`src/rtl/divider.sv`:
```
// ----------------------------------------------------------------------------
// divider
//   Signed integer stream divider. A dividend arrives on in1 and a divisor on
//   in2 through stb/ack handshakes. The quotient, truncated toward zero, leaves
//   on out1. The core is an iterative restoring divider that produces one
//   quotient bit per clock, so only one operation is in flight at a time.
//   Divide-by-zero yields 0. The most negative value divided by -1 wraps back
//   to the most negative value.
//
// Parameters
//   bits      data width of in1, in2 and out1 (two's complement), 2..32
//
// Ports
//   clk       clock, rising edge
//   rst       synchronous reset, active-high
//   in1       dividend               in1_stb / in1_ack   handshake
//   in2       divisor                in2_stb / in2_ack   handshake
//   out1      quotient               out1_stb / out1_ack handshake
// ----------------------------------------------------------------------------
module divider #(
   parameter int bits = 16
) (
   input  logic            clk,
   input  logic            rst,
   input  logic [bits-1:0] in1,
   input  logic            in1_stb,
   output logic            in1_ack,
   input  logic [bits-1:0] in2,
   input  logic            in2_stb,
   output logic            in2_ack,
   output logic [bits-1:0] out1,
   output logic            out1_stb,
   input  logic            out1_ack
);

   localparam int CNT_W = $clog2(bits) + 1;

   typedef enum logic [2:0] {
      READ_A,
      READ_B,
      PREP,
      DIVIDE,
      SIGN,
      WRITE
   } state_t;

   // Control (reset)
   state_t          state_q,    state_d;
   logic            in1_ack_q,  in1_ack_d;
   logic            in2_ack_q,  in2_ack_d;
   logic            out1_stb_q, out1_stb_d;
   logic [bits-1:0] out1_q,     out1_d;

   // Datapath (no reset)
   logic signed [bits-1:0] a_q,   a_d;
   logic signed [bits-1:0] b_q,   b_d;
   logic                   neg_q, neg_d;
   logic                   dbz_q, dbz_d;
   logic [bits-1:0]        dvd_q, dvd_d;   // dividend magnitude, becomes quotient
   logic [bits:0]          dvs_q, dvs_d;   // divisor magnitude
   logic [bits-1:0]        rem_q, rem_d;   // partial remainder
   logic [CNT_W-1:0]       cnt_q, cnt_d;

   logic [bits:0]          rem_sh;
   logic                   fits;

   // Magnitude of a two's-complement value, one bit wider so that the
   // magnitude of -2^(bits-1) is exact.
   function automatic logic [bits:0] magnitude(input logic signed [bits-1:0] v);
      logic [bits:0] ext;
      ext = {v[bits-1], v};
      return v[bits-1] ? (~ext + 1'b1) : ext;
   endfunction

   // Restore the sign on the unsigned quotient magnitude; wraps modulo 2^bits.
   function automatic logic [bits-1:0] apply_sign(input logic [bits-1:0] m,
                                                  input logic            neg);
      return neg ? (~m + 1'b1) : m;
   endfunction

   always_comb begin
      state_d    = state_q;
      in1_ack_d  = in1_ack_q;
      in2_ack_d  = in2_ack_q;
      out1_stb_d = out1_stb_q;
      out1_d     = out1_q;
      a_d        = a_q;
      b_d        = b_q;
      neg_d      = neg_q;
      dbz_d      = dbz_q;
      dvd_d      = dvd_q;
      dvs_d      = dvs_q;
      rem_d      = rem_q;
      cnt_d      = cnt_q;

      // One restoring step: shift {remainder, dividend} left and try a subtract.
      rem_sh = {rem_q, dvd_q[bits-1]};
      fits   = (rem_sh >= dvs_q);

      unique case (state_q)
         READ_A: begin
            if (in1_ack_q && in1_stb) begin
               a_d       = in1;
               in1_ack_d = 1'b0;
               state_d   = READ_B;
            end else begin
               in1_ack_d = 1'b1;
            end
         end

         READ_B: begin
            if (in2_ack_q && in2_stb) begin
               b_d       = in2;
               in2_ack_d = 1'b0;
               state_d   = PREP;
            end else begin
               in2_ack_d = 1'b1;
            end
         end

         PREP: begin
            neg_d = a_q[bits-1] ^ b_q[bits-1];
            dbz_d = (b_q == '0);
            // |a| <= 2^(bits-1) always fits in bits unsigned bits.
            dvd_d = bits'(magnitude(a_q));
            dvs_d = magnitude(b_q);
            rem_d = '0;
            cnt_d = CNT_W'(bits - 1);
            state_d = DIVIDE;
         end

         DIVIDE: begin
            // The remainder stays below the divisor (<= 2^(bits-1)), so the
            // top bit of the shifted value is never needed after the step.
            rem_d = bits'(fits ? (rem_sh - dvs_q) : rem_sh);
            dvd_d = {dvd_q[bits-2:0], fits};
            cnt_d = cnt_q - 1'b1;
            if (cnt_q == '0) begin
               state_d = SIGN;
            end
         end

         SIGN: begin
            // With a zero divisor every trial subtract succeeds, so the
            // quotient must be overridden rather than taken from the core.
            out1_d     = dbz_q ? '0 : apply_sign(dvd_q, neg_q);
            out1_stb_d = 1'b1;
            state_d    = WRITE;
         end

         WRITE: begin
            if (out1_stb_q && out1_ack) begin
               out1_stb_d = 1'b0;
               state_d    = READ_A;
            end
         end

         default: begin
            state_d = READ_A;
         end
      endcase
   end

   always_ff @(posedge clk) begin
      if (rst) begin
         state_q    <= READ_A;
         in1_ack_q  <= 1'b0;
         in2_ack_q  <= 1'b0;
         out1_stb_q <= 1'b0;
         out1_q     <= '0;
      end else begin
         state_q    <= state_d;
         in1_ack_q  <= in1_ack_d;
         in2_ack_q  <= in2_ack_d;
         out1_stb_q <= out1_stb_d;
         out1_q     <= out1_d;
      end
   end

   always_ff @(posedge clk) begin
      a_q   <= a_d;
      b_q   <= b_d;
      neg_q <= neg_d;
      dbz_q <= dbz_d;
      dvd_q <= dvd_d;
      dvs_q <= dvs_d;
      rem_q <= rem_d;
      cnt_q <= cnt_d;
   end

   assign in1_ack  = in1_ack_q;
   assign in2_ack  = in2_ack_q;
   assign out1     = out1_q;
   assign out1_stb = out1_stb_q;

endmodule

```
`config.mk`:
```
export PLATFORM = sky130hd
export DESIGN_NAME = divider
export DESIGN_NICKNAME = d
export VERILOG_FILES = /design/src/rtl/divider.sv
export SDC_FILE = /design/constraint.sdc
export NUM_CORES = 1
export LEC_CHECK = 0
export BUFFER_PORTS_ARGS = -buffer_cell sky130_fd_sc_hd__buf_2
export CAP_MARGIN = 25
export CORE_UTILIZATION = 64
export DETAILED_ROUTE_END_ITERATION = 8
export PLACE_DENSITY = 0.95
export SLEW_MARGIN = 0
export SYNTH_ARGS = -nofsm -noshare
export SYNTH_HDL_FRONTEND = slang
export SYNTH_SLANG_ARGS = --single-unit
```
`constraint.sdc`:
```
create_clock -name clk -period 7.2 [get_ports clk]
set_input_delay 1.44 -clock clk [delete_from_list [all_inputs] [get_ports clk]]
set_output_delay 1.44 -clock clk [all_outputs]
set_load 0.005 [all_outputs]
```
* Word-level counts from Yosys, hierarchy flattened *
Cells that the tools add are included.

operators by class
  bitwise operators = 4
  $add $sub $neg = 5
  equal/unequal tests = 9
  reduce and logical (&&, ||, !) cells = 12
  order comparisons = 1
  mux-type cells = 17

operators with widths
  kind                     count
  $mux W16                 4
  $pmux W16 S2             2
  $add A16 B1 Y16 const B  2
  $not A16 Y16             2
  $pmux W3 S6              1
  $add A17 B1 Y17 const B  1
  $ge A17 B17 Y1           1
  $not A17 Y17             1
  $logic_not A16 Y1        1
  $sub A16 B16 Y16         1
  $mux W15                 1
  $mux W3                  4
  $pmux W5 S2              1
  $ne A2 B2 Y1 const B     4
  $eq A3 B2 Y1 const B     2
  $eq A3 B3 Y1 const B     2
  $reduce_and A2 Y1        3
  $logic_not A5 Y1         1
  $sub A5 B1 Y5 const B    1
  $reduce_and A4 Y1        1
  $reduce_bool A2 Y1       2
  $eq A3 B1 Y1 const B     1
  $logic_and A1 B1 Y1      3
  $logic_not A3 Y1         1
  3 further kinds          5

storage, ports and cells
  bits in registers = 110
  word-level logic and storage cells = 62
  input bits = 37

* Longest topological paths before layout *
Gate-level depths: netlist of run 1.

  depth after elaboration = 4
  depth in mapped cells = 10
  depth with buffers taken out = 9

* Worst setup path before layout of run 1 *
Ideal clock, no wire load.

  path kind = register to register
  start = reg state_q[1]
  end = reg dbz_q, enable pin
  data arrival time = 3.347 ns
  data required time = 6.803 ns
  stages on the path, launching flop included = 4
  setup slack = 3.457 ns
  clock period less this slack = 3.743 ns
  cells stage by stage = dfxtp_1 -> clkbuf_1 -> nor2b_1 -> nor2b_1

between the ends
  longest elaborated chain between the ends = 1

ends and longest elaborated chain
  element                 RTL line  source
  from (decl)             48        state_t state_q, state_d;
  from (signal assigned)  172       state_q <= state_d;
  $eq A3 B2 Y1            100       unique case (state_q)
  to (signal assigned)    184       dbz_q <= dbz_d;
  to (decl)               58        logic dbz_q, dbz_d;

Every way passes these cells.
A chain may end at the register's enable or synchronous reset.

* Worst setup path in the final report of run 1 *
  start = reg dvs_q[1]
  end = reg rem_q[7] (data pin)

between the ends
  longest elaborated chain between the ends = 3

ends and longest elaborated chain
  element                                                    RTL line  source
  from (decl)                                                60        logic [bits:0] dvs_q, dvs_d;
  from (signal assigned)                                     186       dvs_q <= dvs_d;
  $sub A16 B16 Y16 / $ge A17 B17 Y1 (equally long branches)  135, 98
  $mux W16 (*)                                               135       rem_d = bits'(fits ? (rem_sh - dvs_q) : rem_sh);
  $pmux W16 S2 (*)                                           100
  to (signal assigned)                                       187       rem_q <= rem_d;
  to (decl)                                                  61        logic [bits-1:0] rem_q, rem_d;

Every way passes the cells marked *; elsewhere a longest branch is shown, timed or not.

==> reports/qor.csv, run 1 <==
metric,value,unit
status,"complete, no violations",
Leakage,0.002400,uW
clock transition at the registers of the reported paths,120,ps
placed cell count,731,
Critical Path AT,3350,ps
final worst path period share,44.17,%
post-DP HPWL,8.973,mm
Worst R2R Start,dvs_q[1],
drt pass-1 iters,8,
Post-CTS Setup Repair Bufs,0,
hold_buf cts,0,
"EDFF count, synth",88,
Via Count,4831,
final setup vio count,0,
Setup WS post-layout,4020,ps
Die ar.,0.009779,mm2
I/O pins,56,
RD Place Congestion,0.9866,
post-synth cell types,58,
CTS HTree Levels,3,
cells after synthesis,591,
Final Skew,15.51,ps
Gate power share,7.2,%
Port Buf Inserts,55,
Startpoint Class,register,
non-filler cells in the finished layout,747,
"commonest non-fill, non-tap cell in the layout",edfxtp_1,
Critical R2R Capture,rem_q[7],
WP data required,7370,ps
Util after Layout,73.39,%
antenna-violating nets left,0,
Num CTS Buffers,9,
R2R Setup Slk,4020,ps
Worst Hold Launch,out1[12],
post-DR wirelength/cell,18.03,um
Pwr Density,175.8,mW/mm2
1st-iter DRT viols,626,
Slew headroom,34.81,%
vias in the first global route,4466,
vias per cell,6.467,
Final Hold Viols,0,
core region area,0.008891,mm2
Tot Pwr,1147,uW
Post-Syn Area,0.006008,mm2
most frequent cells in the layout,"edfxtp_1 (88), nand2_1 (59), buf_2 (55)",
RSZ-0062 raised after global routing,no,
Final nets,693,
Clk pwr share,30.5,%
Net Sw Power,282.5,uW
largest net degree at the start of global routing,45,
register area share after synthesis,51.31,%
CTS tree,done,
critical path type,register to register,
Area Overhead vs Synth,8.601,%
Clock Latency Late Sink,380,ps
initial antenna violation count,0,
Max Cap Violations,0,
post_cts resized,0,
final WL,13.47,mm
Hold Crit Class,register to register,
Max Clk Rate,314.5,MHz
"Top FF cell, synth",edfxtp_1,
fin. max-slew vios,0,
grt ovf,0,
Die H,98.89,um
layout cells sized above 1,13.15,%
Clock Path Buffers,2,
Starting Density,67.58,%
Hold Path Sink,out1[12],
total negative slack,0,ps
"Avg Cell Area, Syn",10.17,um2
fin crit period,3180,ps
Worst Hold Depth,2,
#FFs+latches synth,110,
Reg power frac,62.3,%
number of remaining DRC errors,0,
ys async rst share,0,%
CTS root buf,clkbuf_8,
die width,98.89,um
Setup WS pre-CTS,4296,ps
Row Count,34,
Least-Margin Pin Slew,974.2,ps
Internal,864.7,uW
Crit. End Element,register,
peak supply drop,0.0001377,V
R2R cell count,9,
first-pass GRT wire length,21.39,mm
n_diodes,0,
Mapped Nets,650,
synth warn,0,
gr usage total,28.24,%
Sw Ratio,24.63,%
clock sinks,110,
crit-path max FO,10,
[worst max path at each step]
stage	from	endpoint	slack, ps	cells past startpoint
2_1_floorplan	state_q[1]	dbz_q	3460	3
3_3_place_gp	rem_q[9]	rem_q[12]	4370	7
3_5_place_dp	rem_q[5]	rem_q[7]	4300	7
4_1_cts	dvs_q[1]	rem_q[7]	4200	9
5_1_grt	rem_q[9]	rem_q[14]	3890	7
6_report	dvs_q[1]	rem_q[7]	4020	9
[cell usage after synthesis, types with 3 or more instances]
library cell,instances,share of area (%)
a211oi_1,5,0.62
a21boi_0,3,0.37
a21o_1,8,1.0
a21oi_1,41,3.4
a22oi_1,6,0.75
and3_1,3,0.31
buf_1,3,0.19
clkbuf_1,23,1.4
dfxtp_1,22,7.3
edfxtp_1,88,44
ha_1,21,4.4
inv_1,33,2.1
mux2i_1,3,0.50
nand2_1,59,3.7
nand2b_1,8,0.83
nand3_1,15,1.2
nand3b_1,5,0.62
nand4_1,4,0.42
nor2_1,28,1.7
nor2b_1,8,0.83
nor3_1,22,1.8
nor4_1,5,0.52
o211ai_1,3,0.37
o21a_1,6,0.75
o21ai_0,46,3.8
o22ai_1,3,0.31
o31ai_1,15,1.9
o41ai_1,5,0.73
or3_1,18,1.9
or4_1,4,0.50
xnor2_1,25,3.6
xor2_1,22,3.2
[worst max-delay path, cell delays in order (launching register included)]
cell      delay (ps)
edfxtp_1         440
inv_1             70
ha_1             320
nor2b_1          170
o31ai_1          540
a21oi_1          210
o21ai_0          470
buf_4            280
nand2_1          170
a211oi_1         300
[area by class of cell]
| type | count | area, um2 |
|---|---|---|
| fillers | 601 | 2366 |
| well taps | 108 | 135.1 |
| repair buffers | 60 | 312.8 |
| inverters | 33 | 123.9 |
| clock buffers | 9 | 123.9 |
| flip-flops and latches | 110 | 3083 |
| clock inverters | 7 | 58.81 |
| multi-input cells | 420 | 2688 |
[logic make-up (layout without fill, tap and decap cells)]
family	Yosys count	in the layout	share of synthesized area (%)
buffers and inverters	61	109	3.998
adders and majority gates	22	22	4.706
other	1	1	0.06241
and+or+nand+nor	188	188	15.72
xor gates and xnor gates	47	47	6.851
DFF	110	110	51.31
AOI/OAI and AO/OA	159	159	16.85
muxes	3	3	0.4998
[registers in the layout, indices dropped and copies added (netlist names), 3 cells and up]
register,cells
dvs_q,17
state_q,3
cnt_q,5
dvd_q,16
a_q,16
rem_q,16
b_q,16
out1,16
[routing by layer]
layer  GRT usage, %  part of all wire, %  vias up
li1               -                    -     2263
met1          37.30                   41     2239
met2          46.48                   48      278
met3          5.816                  8.3       51
met4          10.22                  2.4        0
met5              0                    0        -
[power by group through the flow]
stage	combinational, uW	sequential, uW	clock [uW]
after floorplan	57.3	722	0
after global placement	75.7	726	0
after detailed placement	79.2	728	0
after CTS	80.8	714	353
after global routing	90.0	716	374
final	82.4	714	350
[metrics by stage]
stage                     hold slack (ps)  instance area, um2
after floorplan                     448.2                6008
after global placement              446.5                6342
after detailed placement            453.7                6342
after CTS                           472.0                6525
after global routing                501.4                6525
final                               470.1                6525
Note: power is estimated with default switching activity, not from simulation.
==> inputs of run 2 (changes only) <==
--- a/config.mk
+++ b/config.mk
@@ -5,11 +5,12 @@
 export SDC_FILE = /design/constraint.sdc
 export NUM_CORES = 1
 export LEC_CHECK = 0
+export ABC_AREA = 1
 export BUFFER_PORTS_ARGS = -buffer_cell sky130_fd_sc_hd__buf_2
 export CAP_MARGIN = 25
-export CORE_UTILIZATION = 64
+export CORE_UTILIZATION = 54
 export DETAILED_ROUTE_END_ITERATION = 8
-export PLACE_DENSITY = 0.95
+export PLACE_DENSITY = 0.87
 export SLEW_MARGIN = 0
 export SYNTH_ARGS = -nofsm -noshare
 export SYNTH_HDL_FRONTEND = slang
==> constraint.sdc (replaced) <==
create_clock -name clk -period 2.6 [get_ports clk]
set_input_delay 0.52 -clock clk [delete_from_list [all_inputs] [get_ports clk]]
set_output_delay 0.52 -clock clk [all_outputs]
set_load 0.005 [all_outputs]
==> run 2 against run 1 <==
  * The run now ends with design-rule violations left
  * Critical path type unchanged
  * Power rose to 3.2 times the previous value
  * Global-route usage down 5.7 points
  * Register-to-register slack worse by 3600 ps
  * Sequential share of layout area down 4.0 points
  * Worst setup slack worse by 3600 ps
  * Final cell count up 35%
  * First-iteration DRC count down 34%
  * Design area up 9.3%
==> reports/qor.csv, run 2 <==
metric,value,unit,change
Port Buf Inserts,55,,unchanged
"area leader, netlist",edfxtp_1,,unchanged
synth warn,0,,unchanged
final setup vio count,0,,unchanged
status,"complete, but fails checks",,"was complete, no violations"
Mapped Nets,868,,was 650
Hold Crit Class,primary input to register,,was register to register
Die ar.,0.01231,mm2,was 0.009779 mm2
Post-Synth Simple-Gate Area,29.02,%,was 15.72%
failing checks,design-rule violations,,
Largest Register,dvs_q,,unchanged
mux contribution to synthesized area,0,%,was 0.4998%
Adder-Cell Fraction of Synth Area,4.411,%,was 4.706%
post-synth cell types,37,,was 58
Critical Path AT,2320,ps,was 3350 ps
met2 routed WL,6.089,mm,was 6.524 mm
Max Cap Violations,0,,unchanged
peak supply drop,0.0004511,V,was 0.0001377 V
number of remaining DRC errors,2,,was 0
"Avg Cell Area, Syn",7.925,um2,was 10.17 um2
Final Skew,11.09,ps,was 15.51 ps
Final Hold Viols,0,,unchanged
Detail Route met3 WL,702,um,was 1.117 mm
Synth Area in Compound Gates,5.699,%,was 16.85%
Post-Syn Area,0.006411,mm2,was 0.006008 mm2
max FFs per register,17,,unchanged
Least-Margin Pin Slew,608.4,ps,was 974.2 ps
Setup WS pre-CTS,410.5,ps,was 4296 ps
"commonest non-fill, non-tap cell in the layout",nand2_1,,was edfxtp_1
Setup WS post-layout,398.6,ps,was 4020 ps
Die H,111.0,um,was 98.89 um
antenna-violating nets left,0,,unchanged
uppermost layer routed,met4,,unchanged
vias in the first global route,4689,,was 4466
#FFs+latches synth,110,,unchanged
"EDFF count, synth",88,,unchanged
Startpoint Class,register,,unchanged
final WL,13.30,mm,was 13.47 mm
Slew headroom,59.44,%,was 34.81%
largest cells by area after synthesis,"edfxtp_1 (41%), nand2_1 (13%), inv_1 (7.6%)",,"was edfxtp_1 (44%), dfxtp_1 (7.3%), ha_1 (4.4%)"
clock transition at the registers of the reported paths,70,ps,was 120 ps
Pwr Density,521.4,mW/mm2,was 175.8 mW/mm2
total negative slack,0,ps,unchanged
Area Overhead vs Synth,11.22,%,was 8.601%
WP data required,2720,ps,was 7370 ps
n_diodes,0,,unchanged
critical path type,register to register,,unchanged
"count leader, synth",nand2_1,,was edfxtp_1
Post-CTS Setup Repair Bufs,0,,unchanged
Starting Density,55.67,%,was 67.58%
initial antenna violation count,0,,unchanged
Num CTS Buffers,9,,unchanged
grt ovf,0,,unchanged
met1 wire length,6.311,mm,was 5.503 mm
"Top FF cell, synth",edfxtp_1,,unchanged
die width,111.0,um,was 98.89 um
Max Clk Rate,454.3,MHz,was 314.5 MHz
RSZ-0062 raised after global routing,no,,unchanged
CTS root buf,clkbuf_16,,was clkbuf_8
ys async rst share,0,%,unchanged
register area share after synthesis,48.09,%,was 51.31%
I/O pins,56,,unchanged
final worst path period share,84.67,%,was 44.17%
Synth Area in XOR/XNOR,3.552,%,was 6.851%
fin. max-slew vios,0,,unchanged
post-DR wirelength/cell,13.15,um,was 18.03 um
Post-synth top cells,"nand2_1 (228), inv_1 (130), edfxtp_1 (88)",,"was edfxtp_1 (88), nand2_1 (59), o21ai_0 (46)"
CTS tree,done,,unchanged
Crit. End Element,register,,unchanged
first-pass GRT wire length,21.78,mm,was 21.39 mm
hold_buf cts,0,,unchanged
Leakage,0.003326,uW,was 0.002400 uW
crit-path max FO,3,,was 10
gr usage total,22.52,%,was 28.24%
post-DP HPWL,9.783,mm,was 8.973 mm
Row Count,39,,was 34
share of the synthesized area in the top cell type,41.22,%,was 43.98%
Clock Path Buffers,2,,unchanged
cells after synthesis,809,,was 591
largest family of logic cells by synthesized area,simple AND/OR/NAND/NOR gates,,was compound AO/OA/AOI/OAI gates
post_cts resized,0,,unchanged
most frequent cells in the layout,"nand2_1 (227), inv_1 (130), edfxtp_1 (88)",,"was edfxtp_1 (88), nand2_1 (59), buf_2 (55)"
layout cells sized above 1,11.75,%,was 13.15%
clock sinks,110,,unchanged
vias per cell,5.222,,was 6.467
drt pass-1 iters,7,,was 8
Clock Latency Late Sink,360,ps,was 380 ps
Via Count,5279,,was 4831
1st-iter DRT viols,415,,was 626
CTS HTree Levels,3,,unchanged
fin crit period,2201,ps,was 3180 ps
RD Place Congestion,0.9007,,was 0.9866
core region area,0.01152,mm2,was 0.008891 mm2
largest net degree at the start of global routing,38,,was 45
Final nets,922,,was 693
-- run 2: cell types whose count changed in the layout (fill, tap and decap cells not counted), moves of 19 or more --
cell,previous run,this run
xnor2_1,25,6
o21ai_0,46,26
nand3_1,15,72
nand2_1,59,227
inv_1,33,130
nor2_1,28,83
-- run 2: layout make-up --
| type | instances | area (um2) |
|---|---|---|
| Inverter | 132 | 495.5 |
| Multi-Input combinational cell | 549 | 2748 |
| Timing Repair Buffer | 61 | 320.3 |
| Clock buffer | 13 | 281.5 |
| Fill cell | 969 | 4385 |
| Tap cell | 143 | 178.9 |
| Clock inverter | 3 | 23.77 |
| Sequential cell | 110 | 3083 |
-- run 2: cell families after synthesis --
| logic type | after synthesis |
|---|---|
| flip-flops | 110 |
| buffers and inverters | 150 |
| AO/OA/AOI/OAI | 70 |
| AND/OR/NAND/NOR | 430 |
| XOR/XNOR | 26 |
| other | 1 |
| adder cells (fa/ha/maj) | 22 |
-- run 2: critical path, stage by stage (launching register included) --
cell      delay [ps]
edfxtp_1         360
inv_1            110
ha_1             250
fa_1             420
inv_1            130
nand3_1           80
nand3_1          180
nand2_1          100
nand3_1           80
nand2_1           50
nand2_1           70
nand2_1           50
nand2_1           60
nor2_1            40
-- run 2: power by group --
part | internal, uW | switching [uW]
clock | 768 | 634
combinational | 117 | 203
sequential | 1960 | 40.2
-- run 2: metal layers --
metal	GRT usage, %	up-vias
met2	36.14	160
met5	0	-
met3	3.335	14
met1	31.43	2405
met4	7.397	0
li1	-	2700
-- run 2: final timing paths --
kind / slack, ps / start / endpoint / cells past startpoint
max reg2reg: 400 / dvd_q[15] / rem_q[12] / 13
min reg2reg: 460 / out1[15] / out1[15] / 2
max: 400 / dvd_q[15] / rem_q[12] / 13
min: 330 / in2[8] / b_q[8] / 1
-- run 2: through the flow --
stage	utilization, %	instances	hold slack, ps	power (uW)	area (um2)
6_report	61.92	1011	334.7	3718	7131
5_1_grt	61.92	1011	330.1	3844	7131
4_1_cts	61.92	1011	334.2	3721	7131
3_5_place_dp	59.27	995	452.7	2348	6825
3_3_place_gp	59.27	995	451.4	2341	6825
2_1_floorplan	-	809	426.4	2253	6419
==> inputs of run 3 (changes only) <==
==> constraint.sdc (replaced) <==
create_clock -name clk -period 1.78 [get_ports clk]
set_input_delay 0.356 -clock clk [delete_from_list [all_inputs] [get_ports clk]]
set_output_delay 0.356 -clock clk [all_outputs]
set_load 0.005 [all_outputs]
==> run 3 against run 2 <==
  * Non-clock buffer count grew 91
  * Utilization rose by 12 points
  * Clock-buffer cell count shrank 3
  * First-iteration DRC count increased by 73%
  * Clock power rose by 37%
  * Power increased by 50%
  * The run ends with design-rule violations, negative setup slack left
  * Sequential cell count stayed put
  * Largest cell class is now multi-input gates
  * Sequential power rose by 46%
  * Final cell count up 9.2%
  * Die area did not move
==> reports/qor.csv, run 3 (same netlist as run 2, synthesis figures left out) <==
metric,value,unit,change
status,"complete, but fails checks",,unchanged
failing checks,"design-rule violations, negative setup slack",,was design-rule violations
WP data required,1960,ps,was 2720 ps
post-DP HPWL,10.95,mm,was 9.783 mm
layout cells sized above 1,35.17,%,was 11.75%
Clock Latency Late Sink,360,ps,about the same
Worst setup startpoint,rem_q[6],,was dvd_q[15]
initial antenna violation count,0,,unchanged
drt pass-1 iters,9,,was 7
clock sinks,110,,unchanged
Die ar.,0.01231,mm2,unchanged
Port Buf Inserts,55,,unchanged
RSZ-0062 raised after global routing,yes,,was no
Critical Path AT,2340,ps,was 2320 ps
crit-path max FO,9,,was 3
final setup vio count,17,,was 0
Util after Layout,74.12,%,was 61.92%
Final nets,1015,,was 922
Num CTS Buffers,9,,unchanged
Area Overhead vs Synth,33.14,%,was 11.22%
CTS tree,done,,unchanged
Clock Path Buffers,2,,unchanged
post-DR wirelength/cell,18.58,um,was 13.15 um
number of remaining DRC errors,4,,was 2
Worst Hold Launch,in2[2],,was in2[8]
Final Skew,18.88,ps,was 11.09 ps
1st-iter DRT viols,718,,was 415
CTS HTree Levels,3,,unchanged
Final Hold Viols,0,,unchanged
CTS root buf,clkbuf_16,,unchanged
n_diodes,0,,unchanged
critical path type,register to register,,unchanged
first-pass GRT wire length,27.41,mm,was 21.78 mm
Hold Crit Class,primary input to register,,unchanged
Leakage,0.003839,uW,was 0.003326 uW
R2R Setup Slk,-390,ps,was 400 ps
vias in the first global route,5809,,was 4689
total negative slack,-5091,ps,was 0 ps
peak supply drop,0.001076,V,was 0.0004511 V
Hold Slack,169.8,ps,was 334.7 ps
gr usage total,28.29,%,was 22.52%
Via Count,6471,,was 5279
fin crit period,2168,ps,was 2201 ps
largest net degree at the start of global routing,38,,unchanged
Crit. End Element,register,,unchanged
die width,111.0,um,unchanged
fin. max-slew vios,0,,unchanged
Detail Route met3 WL,2.286,mm,was 702 um
antenna-violating nets left,0,,unchanged
Starting Density,55.67,%,unchanged
max FFs per register,17,,unchanged
Setup WS pre-CTS,-310.6,ps,was 410.5 ps
I/O pins,56,,unchanged
RD Place Congestion,0.9388,,was 0.9007
met2 routed WL,9.370,mm,was 6.089 mm
Largest Register,dvs_q,,unchanged
grt ovf,0,,unchanged
"commonest non-fill, non-tap cell in the layout",nand2_1,,unchanged
most frequent cells in the layout,"nand2_1 (175), inv_1 (103), buf_4 (91)",,"was nand2_1 (227), inv_1 (130), edfxtp_1 (88)"
Max Clk Rate,461.3,MHz,was 454.3 MHz
Die H,111.0,um,unchanged
met1 wire length,7.480,mm,was 6.311 mm
final worst path period share,121.8,%,was 84.67%
final WL,20.51,mm,was 13.30 mm
Worst R2R Start,rem_q[6],,was dvd_q[15]
clock transition at the registers of the reported paths,90,ps,was 70 ps
Pwr Density,654.8,mW/mm2,was 521.4 mW/mm2
Startpoint Class,register,,unchanged
Max Cap Violations,0,,unchanged
Row Count,39,,unchanged
core region area,0.01152,mm2,unchanged
uppermost layer routed,met4,,unchanged
vias per cell,5.861,,was 5.222
Setup WS post-layout,-387.7,ps,was 398.6 ps
run 3: cell count changes in the layout (fill, tap and decap cells not counted), sizes merged:
cell | previous run | this run
inv | 134 | 135
clkinvlp | 0 | 1
clkbuf | 13 | 10
clkinv | 1 | 2
nand2 | 231 | 233
buf | 61 | 152
run 3: critical path: stages, from the launching register on:
cell and delay [ps]:
edfxtp_1 500, ha_4 380, nand2_4 80, nor2_4 110, nand4_1 160, nand2_2 120, nor2_4 50, buf_12 140
nand2_8 140, nor2_2 60, nor2_1 230
run 3: path summary, 6_finish.rpt:
| kind | end | cells past startpoint |
|---|---|---|
| setup reg to reg | rem_q[2] | 10 |
| setup / recovery | rem_q[2] | 10 |
| hold / removal | b_q[2] | 1 |
| hold reg to reg | out1[8] | 2 |
run 3: area by class of cell:
type | instances | area, um2
Multi-Input combinational cell | 551 | 3460
Sequential cell | 110 | 3083
Fill cell | 658 | 2980
Timing Repair Buffer | 152 | 1044
Inverter | 132 | 498.0
Clock buffer | 10 | 229.0
Tap cell | 143 | 178.9
Clock inverter | 6 | 43.79
run 3: routing by layer:
layer | track usage [%] | vias to the layer above
li1 | - | 2888
met1 | 35.68 | 2926
met2 | 47.42 | 500
met3 | 5.741 | 157
met4 | 11.96 | 0
met5 | 0 | -
run 3: per-stage QoR:
stage	area, um2	cells	power, uW
floorplan	6495	809	3302
global placement	7388	1059	3491
detailed placement	7388	1059	3512
CTS	8095	1087	5426
global route	8536	1104	5746
finish	8536	1104	5589
run 3: where the power goes:
part / internal, uW / leakage, uW / switching, uW
clock network: 963 / 0.000135 / 956
registers: 2860 / 0.000987 / 63.8
logic: 302 / 0.00272 / 447
run 3: what timing repair did:
action	in CTS	in global routing
hold buffers	0	0
pin swaps	18	37
endpoints found under the hold margin	0	0
setup buffers	10	17
gates resized for setup	72	101
gates cloned	2	0
endpoints found under the setup margin	20	33
